File: src/rtl/mac_accumulator_8bit_if.sv
// Valid/ready stream bundle for the MAC accumulator: product beats in, frame results out.
// The master side drives beats and result acceptance; the slave side is the accumulator.
interface mac_accumulator_8bit_if #(
  parameter int ACC_W = 24,
  parameter int CNT_W = 8
);
  logic             in_valid;
  logic             in_ready;
  logic [15:0]      in_p;
  logic             in_last;
  logic             out_valid;
  logic             out_ready;
  logic [ACC_W-1:0] out_sum;
  logic [CNT_W-1:0] out_count;
  logic             out_ovf;
  logic             out_trunc;

  modport master (
    output in_valid, in_p, in_last, out_ready,
    input  in_ready, out_valid, out_sum, out_count, out_ovf, out_trunc
  );

  modport slave (
    input  in_valid, in_p, in_last, out_ready,
    output in_ready, out_valid, out_sum, out_count, out_ovf, out_trunc
  );
endinterface

File: src/rtl/mac_accumulator_8bit.sv
// Frame accumulator behind the 8x8 multiplier array: sums 16-bit products until in_last
// or the beat limit, then holds the result. Define SATURATE_EN to clamp instead of wrap.
module mac_accumulator_8bit #(
  parameter int ACC_W = 24,
  parameter int CNT_W = 8
) (
  input  logic                  clk,
  input  logic                  rst_n,
  input  logic                  clr,
  mac_accumulator_8bit_if.slave bus
);

  typedef enum logic [1:0] {
    S_IDLE = 2'd0,
    S_ACC  = 2'd1,
    S_HOLD = 2'd2
  } state_t;

  state_t           state_q, state_d;
  logic [ACC_W-1:0] acc_q, acc_d;
  logic [CNT_W-1:0] count_q, count_d;
  logic             ovf_q, ovf_d;
  logic             trunc_q, trunc_d;

  logic             in_ready;
  logic             accept;
  logic             first;
  logic             closing;
  logic             carry;
  logic             ovf_base;
  logic [ACC_W-1:0] base;
  logic [CNT_W-1:0] count_inc;
  logic [ACC_W:0]   sum_wide;

  assign in_ready      = (state_q != S_HOLD);
  assign accept        = bus.in_valid && in_ready;
  assign bus.in_ready  = in_ready;
  assign bus.out_valid = (state_q == S_HOLD);
  assign bus.out_sum   = acc_q;
  assign bus.out_count = count_q;
  assign bus.out_ovf   = ovf_q;
  assign bus.out_trunc = trunc_q;

  // NOTE: every variable gets a default at the top of the block, so no path leaves one
  // unassigned and no latch is inferred.
  always_comb begin
    state_d = state_q;
    acc_d   = acc_q;
    count_d = count_q;
    ovf_d   = ovf_q;
    trunc_d = trunc_q;

    // The first beat of a frame starts from an empty accumulator and a clean ovf flag.
    first     = (state_q == S_IDLE);
    base      = first ? '0 : acc_q;
    ovf_base  = first ? 1'b0 : ovf_q;
    count_inc = first ? CNT_W'(1) : count_q + CNT_W'(1);
    sum_wide  = {1'b0, base} + (ACC_W+1)'(bus.in_p);
    carry     = sum_wide[ACC_W];
    closing   = bus.in_last || (count_inc == {CNT_W{1'b1}});

    unique case (state_q)
      S_IDLE, S_ACC: begin
        if (accept) begin
`ifdef SATURATE_EN
          acc_d = (carry || ovf_base) ? {ACC_W{1'b1}} : sum_wide[ACC_W-1:0];
`else
          acc_d = sum_wide[ACC_W-1:0];
`endif
          count_d = count_inc;
          ovf_d   = ovf_base || carry;
          trunc_d = closing && !bus.in_last;
          state_d = closing ? S_HOLD : S_ACC;
        end
      end
      S_HOLD: begin
        if (bus.out_ready) state_d = S_IDLE;
      end
      default: state_d = S_IDLE;
    endcase

    // Abort wins over both a beat acceptance and a result handshake in the same cycle.
    if (clr) begin
      state_d = S_IDLE;
      acc_d   = '0;
      count_d = '0;
      ovf_d   = 1'b0;
      trunc_d = 1'b0;
    end
  end

  // NOTE: sequential state uses non-blocking assignments so all flops update together
  // from values sampled at the same edge.
  always_ff @(posedge clk or negedge rst_n) begin
    if (!rst_n) begin
      state_q <= S_IDLE;
      acc_q   <= '0;
      count_q <= '0;
      ovf_q   <= 1'b0;
      trunc_q <= 1'b0;
    end else begin
      state_q <= state_d;
      acc_q   <= acc_d;
      count_q <= count_d;
      ovf_q   <= ovf_d;
      trunc_q <= trunc_d;
    end
  end

endmodule

File: src/flat_wrapper.sv
// flat-port wrapper written by rule: the top's interface ports become plain ports
module mac_accumulator_8bit_flat 
#(
  parameter int ACC_W = 24,
  parameter int CNT_W = 8
)
  (clk, rst_n, clr, bus_in_valid, bus_in_p, bus_in_last, bus_out_ready, bus_in_ready, bus_out_valid, bus_out_sum, bus_out_count, bus_out_ovf, bus_out_trunc);
  mac_accumulator_8bit_if #(.ACC_W(ACC_W), .CNT_W(CNT_W)) bus_i ();
  input  logic clk;
  input  logic rst_n;
  input  logic clr;
  input wire logic [$bits(bus_i.in_valid)-1:0] bus_in_valid;
  input wire logic [$bits(bus_i.in_p)-1:0] bus_in_p;
  input wire logic [$bits(bus_i.in_last)-1:0] bus_in_last;
  input wire logic [$bits(bus_i.out_ready)-1:0] bus_out_ready;
  output wire logic [$bits(bus_i.in_ready)-1:0] bus_in_ready;
  output wire logic [$bits(bus_i.out_valid)-1:0] bus_out_valid;
  output wire logic [$bits(bus_i.out_sum)-1:0] bus_out_sum;
  output wire logic [$bits(bus_i.out_count)-1:0] bus_out_count;
  output wire logic [$bits(bus_i.out_ovf)-1:0] bus_out_ovf;
  output wire logic [$bits(bus_i.out_trunc)-1:0] bus_out_trunc;
  assign bus_i.in_valid = bus_in_valid;
  assign bus_i.in_p = bus_in_p;
  assign bus_i.in_last = bus_in_last;
  assign bus_i.out_ready = bus_out_ready;
  assign bus_in_ready = bus_i.in_ready;
  assign bus_out_valid = bus_i.out_valid;
  assign bus_out_sum = bus_i.out_sum;
  assign bus_out_count = bus_i.out_count;
  assign bus_out_ovf = bus_i.out_ovf;
  assign bus_out_trunc = bus_i.out_trunc;
  mac_accumulator_8bit #(.ACC_W(ACC_W), .CNT_W(CNT_W)) u_core (.clk(clk), .rst_n(rst_n), .clr(clr), .bus(bus_i));
endmodule
File: config.mk
export PLATFORM = sky130hd
export DESIGN_NAME = mac_accumulator_8bit_flat
export DESIGN_NICKNAME = d
export VERILOG_FILES = /design/src/rtl/mac_accumulator_8bit_if.sv /design/src/rtl/mac_accumulator_8bit.sv /design/src/flat_wrapper.sv
export SDC_FILE = /design/constraint.sdc
export NUM_CORES = 1
export LEC_CHECK = 0
export BUFFER_PORTS_ARGS = -buffer_cell sky130_fd_sc_hd__buf_2
export CORE_ASPECT_RATIO = 1.1
export CORE_MARGIN = 4
export CORE_UTILIZATION = 55
export CTS_CLUSTER_DIAMETER = 40
export DETAILED_ROUTE_END_ITERATION = 12
export PLACE_DENSITY = 0.91
export SLEW_MARGIN = 20
export SYNTH_ARGS = -nofsm -noshare
export SYNTH_HDL_FRONTEND = slang
export SYNTH_SLANG_ARGS = --single-unit
export TNS_END_PERCENT = 20
File: constraint.sdc
create_clock -name clk -period 4.1 [get_ports clk]
set_clock_uncertainty 0.1 [all_clocks]
set_input_delay 0.615 -clock clk [delete_from_list [all_inputs] [get_ports clk]]
set_output_delay 0.615 -clock clk [all_outputs]
set_load 0.1 [all_outputs]
Word level (Yosys, flattened, before mapping)
Cells that the tools add are included.

storage, ports and cells
  flip-flop bits (word level) = 36
  logic and storage cells = 44
  output and inout port bits = 36

cells by class
  muxes and demuxes = 20
  reduce and logical (&&, ||, !) cells = 11
  equal/unequal tests = 6
  add/sub/neg operators = 2

operator list
  cell                 number
  $mux 24              4
  $mux 8               4
  $add 24x16->25       1
  $add 8x1->8 const B  1
  $eq 8x8->1 const B   1
  $mux 2               4
  $mux 1               7
  $pmux 2 s2           1
  $reduce_and 2->1     2
  $reduce_bool 2->1    2
  $ne 3x2->1 const B   1
  $ne 3x3->1 const B   1
  $eq 2x1->1 const B   1
  $eq 2x2->1 const B   1
  $logic_and 1x1->1    2
  $logic_not 2->1      1
  $logic_or 1x1->1     2
  $ne 2x2->1 const B   1
  $reduce_or 2->1      1
  $logic_not 1->1      1

Logic depth before layout (Yosys ltp)
  word-level depth = 8
  depth in mapped cells = 12
  mapped depth without buffers = 10

Worst setup path before layout
OpenSTA, ideal clock, no wires.

  path kind = reg2reg
  start = register u_core.state_q[1]
  end = register u_core.acc_q[10], in the netlist u_core.bus.out_sum[10]
  cell stages (with the launch flop) = 12
  required time = 3.874 ns
  path buffers = 1
  path slack = 1.067 ns
  arrival = 2.807 ns
  setup time = 0.126 ns
  cell sequence = dfrtp_1 -> or2_2 -> clkbuf_1 -> and2_1 -> ha_1 -> fa_1 -> a21o_1 -> a221oi_4 -> o21ai_1 -> a21boi_1 -> nor4_1 -> a311o_1

between the ends
  longest elaborated chain between the ends = 6
  elaborated cells on any way between the ends = 13
  those cells by class = add/sub: 1; eq/ne: 2; mux: 4; reduce/logical: 6

RTL lines
  item                      RTL line                                                text
  start: declaration        mac_accumulator_8bit.sv:19                              state_t state_q, state_d;
  start signal: assignment  mac_accumulator_8bit.sv:102                             state_q <= state_d;
  $logic_not 2->1           mac_accumulator_8bit.sv:54, mac_accumulator_8bit.sv:62
  $mux 24                   mac_accumulator_8bit.sv:55                              base = first ? '0 : acc_q;
  $add 24x16->25            mac_accumulator_8bit.sv:58                              sum_wide = {1'b0, base} + (ACC_W+1)'(bus.in_p);
  $mux 24                   mac_accumulator_8bit.sv:64                              if (accept) begin
  $mux 24                   mac_accumulator_8bit.sv:62                              unique case (state_q)
  $mux 24                   mac_accumulator_8bit.sv:83                              if (clr) begin
  end signal: assignment    mac_accumulator_8bit.sv:97                              acc_q <= '0;
  end signal: assignment    mac_accumulator_8bit.sv:103                             acc_q <= acc_d;
  end: declaration          mac_accumulator_8bit.sv:20                              logic [ACC_W-1:0] acc_q, acc_d;

Several ways; a longest one is shown, not always the timed one. The select of a mux whose other input is x is not followed.
A chain may end at the register's enable or synchronous reset.

Worst setup path in the final report
  start = register u_core.state_q[0]
  end = register u_core.acc_q[10], in the netlist u_core.bus.out_sum[10]

Same word-level chain as after synthesis.

==> flow_summary_export.csv <==
group,metric,value,unit
clock_network,cts_resized,0,
die,coreArea,4780,um^2
grt,grt_max_degree,37,
pwr,p_per_area,299,nW/um^2
layout,seqCellArea,901,um^2
clock_network,cts_tree,"yes",
drt,vias,2816,
timing,relSlewSlack,0.457,
synth,netlist_instances,345,
timing,grt_setup_unrepaired,"false",
pwr,power,0.950,mW
synth,syn_avg_cell_area,8.11,um^2
placed_design,place.gp.congestion,0.921,
timing,hold_viol_final,0,
synth,synth_nets,385,
drt,viasPerCell,6.29,
drt,drt_first_pass_iters,5,
drt,wl_per_cell,16.6,um
drt,drc,0,
placed_design,hpwl,5350,um
synth,synth.most_common_cell,"nand2_1",
synth,synth.largest_area_cell,"dfrtp_1",
die,die_w,76,um
setup_path,r2r_cells,10,
layout,syn_to_final_growth,13.8,%
die,die_h,82.8,um
pwr,p_leak,1.52,nW
grt,grt_first_pass_wirelength,12700,um
timing,setup_ws,0.636,ns
die,io_pins,58,
synth,syn_area,2800,um^2
timing,tns,0,ns
clock_network,clk_pin_slew_worst_paths,0.08,ns
grt,grt_antenna_before_repair,0,
timing,finalCriticalPeriod,3.46,ns
synth,synth-edff-count,0,
synth,yosysUniqueCellTypes,58,
synth,synth_flop_cell,"dfrtp_1",
setup_path,path_class,"flop to flop",
layout,multiInputGateArea,1790,um^2
setup_path,end_kind,"flop",
grt,grtUsageTotal,0.241,
synth,ys_seq_elements,36,
setup_path,reg2reg_from,"u_core.state_q[0]",
layout,final.fill_count,407,
die,die_area,6290,um^2
timing,setup_violations,0,
layout,nets,431,
clock_network,clockBufferDepth,2,
timing,max_freq,289,MHz
clock_network,clock-sinks,36,
synth,yosys-top-cells-count,"nand2_1 (58), dfrtp_1 (36), a21oi_1 (35), nor2_1 (20), and2_1 (19)",
flow_run,maxCapViolations,0,
setup_path,reg2reg_to,"u_core.bus.out_sum[10]",
pwr,ir_worst_vdd,212,uV
synth,yosys.area.top_type_share,0.322,
timing,period_share,0.845,
synth,synth.area.top_cells,"dfrtp_1 (32%), nand2_1 (7.8%), ha_1 (7.6%)",
layout,drive_gt1_frac,0.184,
hold_path,hold_path.class,"input pin to asynchronous set/reset pin",
timing,worst_hold_slack,0.305,ns
placed_design,post-place-ws,0.674,ns
timing,worst_pin_slew,0.815,ns
setup_path,path_max_fanout,21,
clock_network,hold_buffers,0,
drt,dr.first_iter.drc_count,242,
setup_path,start_kind,"flop",
layout,n_antenna_cell,0,
outcome,status,"completed",
clock_network,numCtsBuffers,5,
clock_network,cts_setup_buffers,0,
grt,grt_overflow,0,
drt,ant_nets,0,
setup_path,reg2reg_slack,0.64,ns
layout,final_core_util,0.666,
synth,synth_warnings,0,
drt,wl,7460,um
timing,report.final.slew_viol_count,0,
synth,synthArstFlopShare,1.00,
die,rows,26,
synth,yosysSeqAreaShare,0.322,
setup_path,worstPathRequired,4.18,ns
clock_network,clock_latency,0.30,ns
grt,grt_pass1_vias,2719,
placed_design,portBuffers,57,
clock_network,cts_root_buffer,"clkbuf_8",
die,initial_core_util,0.585,
setup_path,arrival,3.55,ns
clock_network,htreeDepth,2,
[registers in the layout, indices dropped and copies added, names as in the netlist]
signal,flops
u_core.bus.out_count,8
u_core.bus.out_ovf,1
u_core.bus.out_sum,24
u_core.bus.out_trunc,1
u_core.state_q,2
[metal layers]
metal | track usage | vias up | wire (um)
li1 | - | 1346 | -
met1 | 0.310 | 1332 | 3160
met2 | 0.399 | 126 | 3690
met3 | 0.0530 | 12 | 498
met4 | 0.0793 | 0 | 111
met5 | 0 | - | 0
[cell type report]
type / instances / area share
clock buffer: 7 / 0.0271
clock inverter: 1 / 0.00236
inverter: 9 / 0.0106
multi-input combinational: 281 / 0.563
sequential: 36 / 0.283
tap: 56 / 0.0220
timing repair buffer: 58 / 0.0920
[power by group]
part           total [mW]  leakage, nW  switching (mW)  internal (mW)
Clock               0.275       0.0445           0.138          0.137
Sequential          0.383        0.491          0.0135          0.369
Combinational       0.292        0.986           0.222         0.0702
Total               0.950         1.52           0.374          0.576
[placed cells by master, fill, tap and decap left out, types with 3 or more instances in the layout]
master / instances
ha_1: 17
a211oi_1: 6
nand4_1: 11
nand3b_1: 5
clkbuf_8: 6
a21oi_1: 35
o21ai_1: 5
a31oi_1: 7
o211ai_1: 4
and4_1: 3
dfrtp_1: 36
nor2_1: 20
xnor2_1: 10
nor3_1: 6
o21ai_0: 9
buf_2: 57
and3_1: 4
and2_1: 19
xor2_1: 5
a21o_1: 7
nand2_1: 58
nand3_1: 8
inv_1: 9
[worst max path at each step]
stage	to	cells after the start	slack [ns]	start
floorplan	u_core.bus.out_sum[10]	11	1.07	u_core.state_q[1]
global placement	u_core.bus.out_sum[10]	10	0.75	u_core.state_q[0]
detailed placement	u_core.bus.out_sum[10]	10	0.67	u_core.state_q[0]
CTS	u_core.bus.out_sum[10]	10	0.63	u_core.state_q[0]
global route	u_core.bus.out_sum[22]	10	0.43	u_core.state_q[0]
finish	u_core.bus.out_sum[10]	10	0.64	u_core.state_q[0]
[cell families (layout without fill, tap and decap cells)]
family	Yosys count	in the layout	share of synthesized area
fa+ha+maj	18	18	0.0832
flops	36	36	0.322
simple gates	147	147	0.262
xor+xnor	15	15	0.0470
mux	1	1	0.00358
buf+inv	28	75	0.0394
compound gates	100	100	0.243
[metrics by stage]
step | cells | instance area (um^2)
2_1_floorplan | 345 | 2800
6_report | 448 | 3180
5_1_grt | 448 | 3180
3_5_place_dp | 440 | 3090
4_1_cts | 448 | 3180
3_3_place_gp | 440 | 3090
[worst max-delay path, stage by stage (launching register included)]
cell and delay [ns]:
dfrtp_1 0.50, or2_2 0.51, and2_1 0.23, ha_1 0.22, fa_1 0.42, a21o_1 0.22, a221oi_4 0.38, o21ai_1 0.17
a21boi_1 0.20, nor4_1 0.06, a311o_1 0.34
No activity file was read; power rests on OpenSTA's default activity.
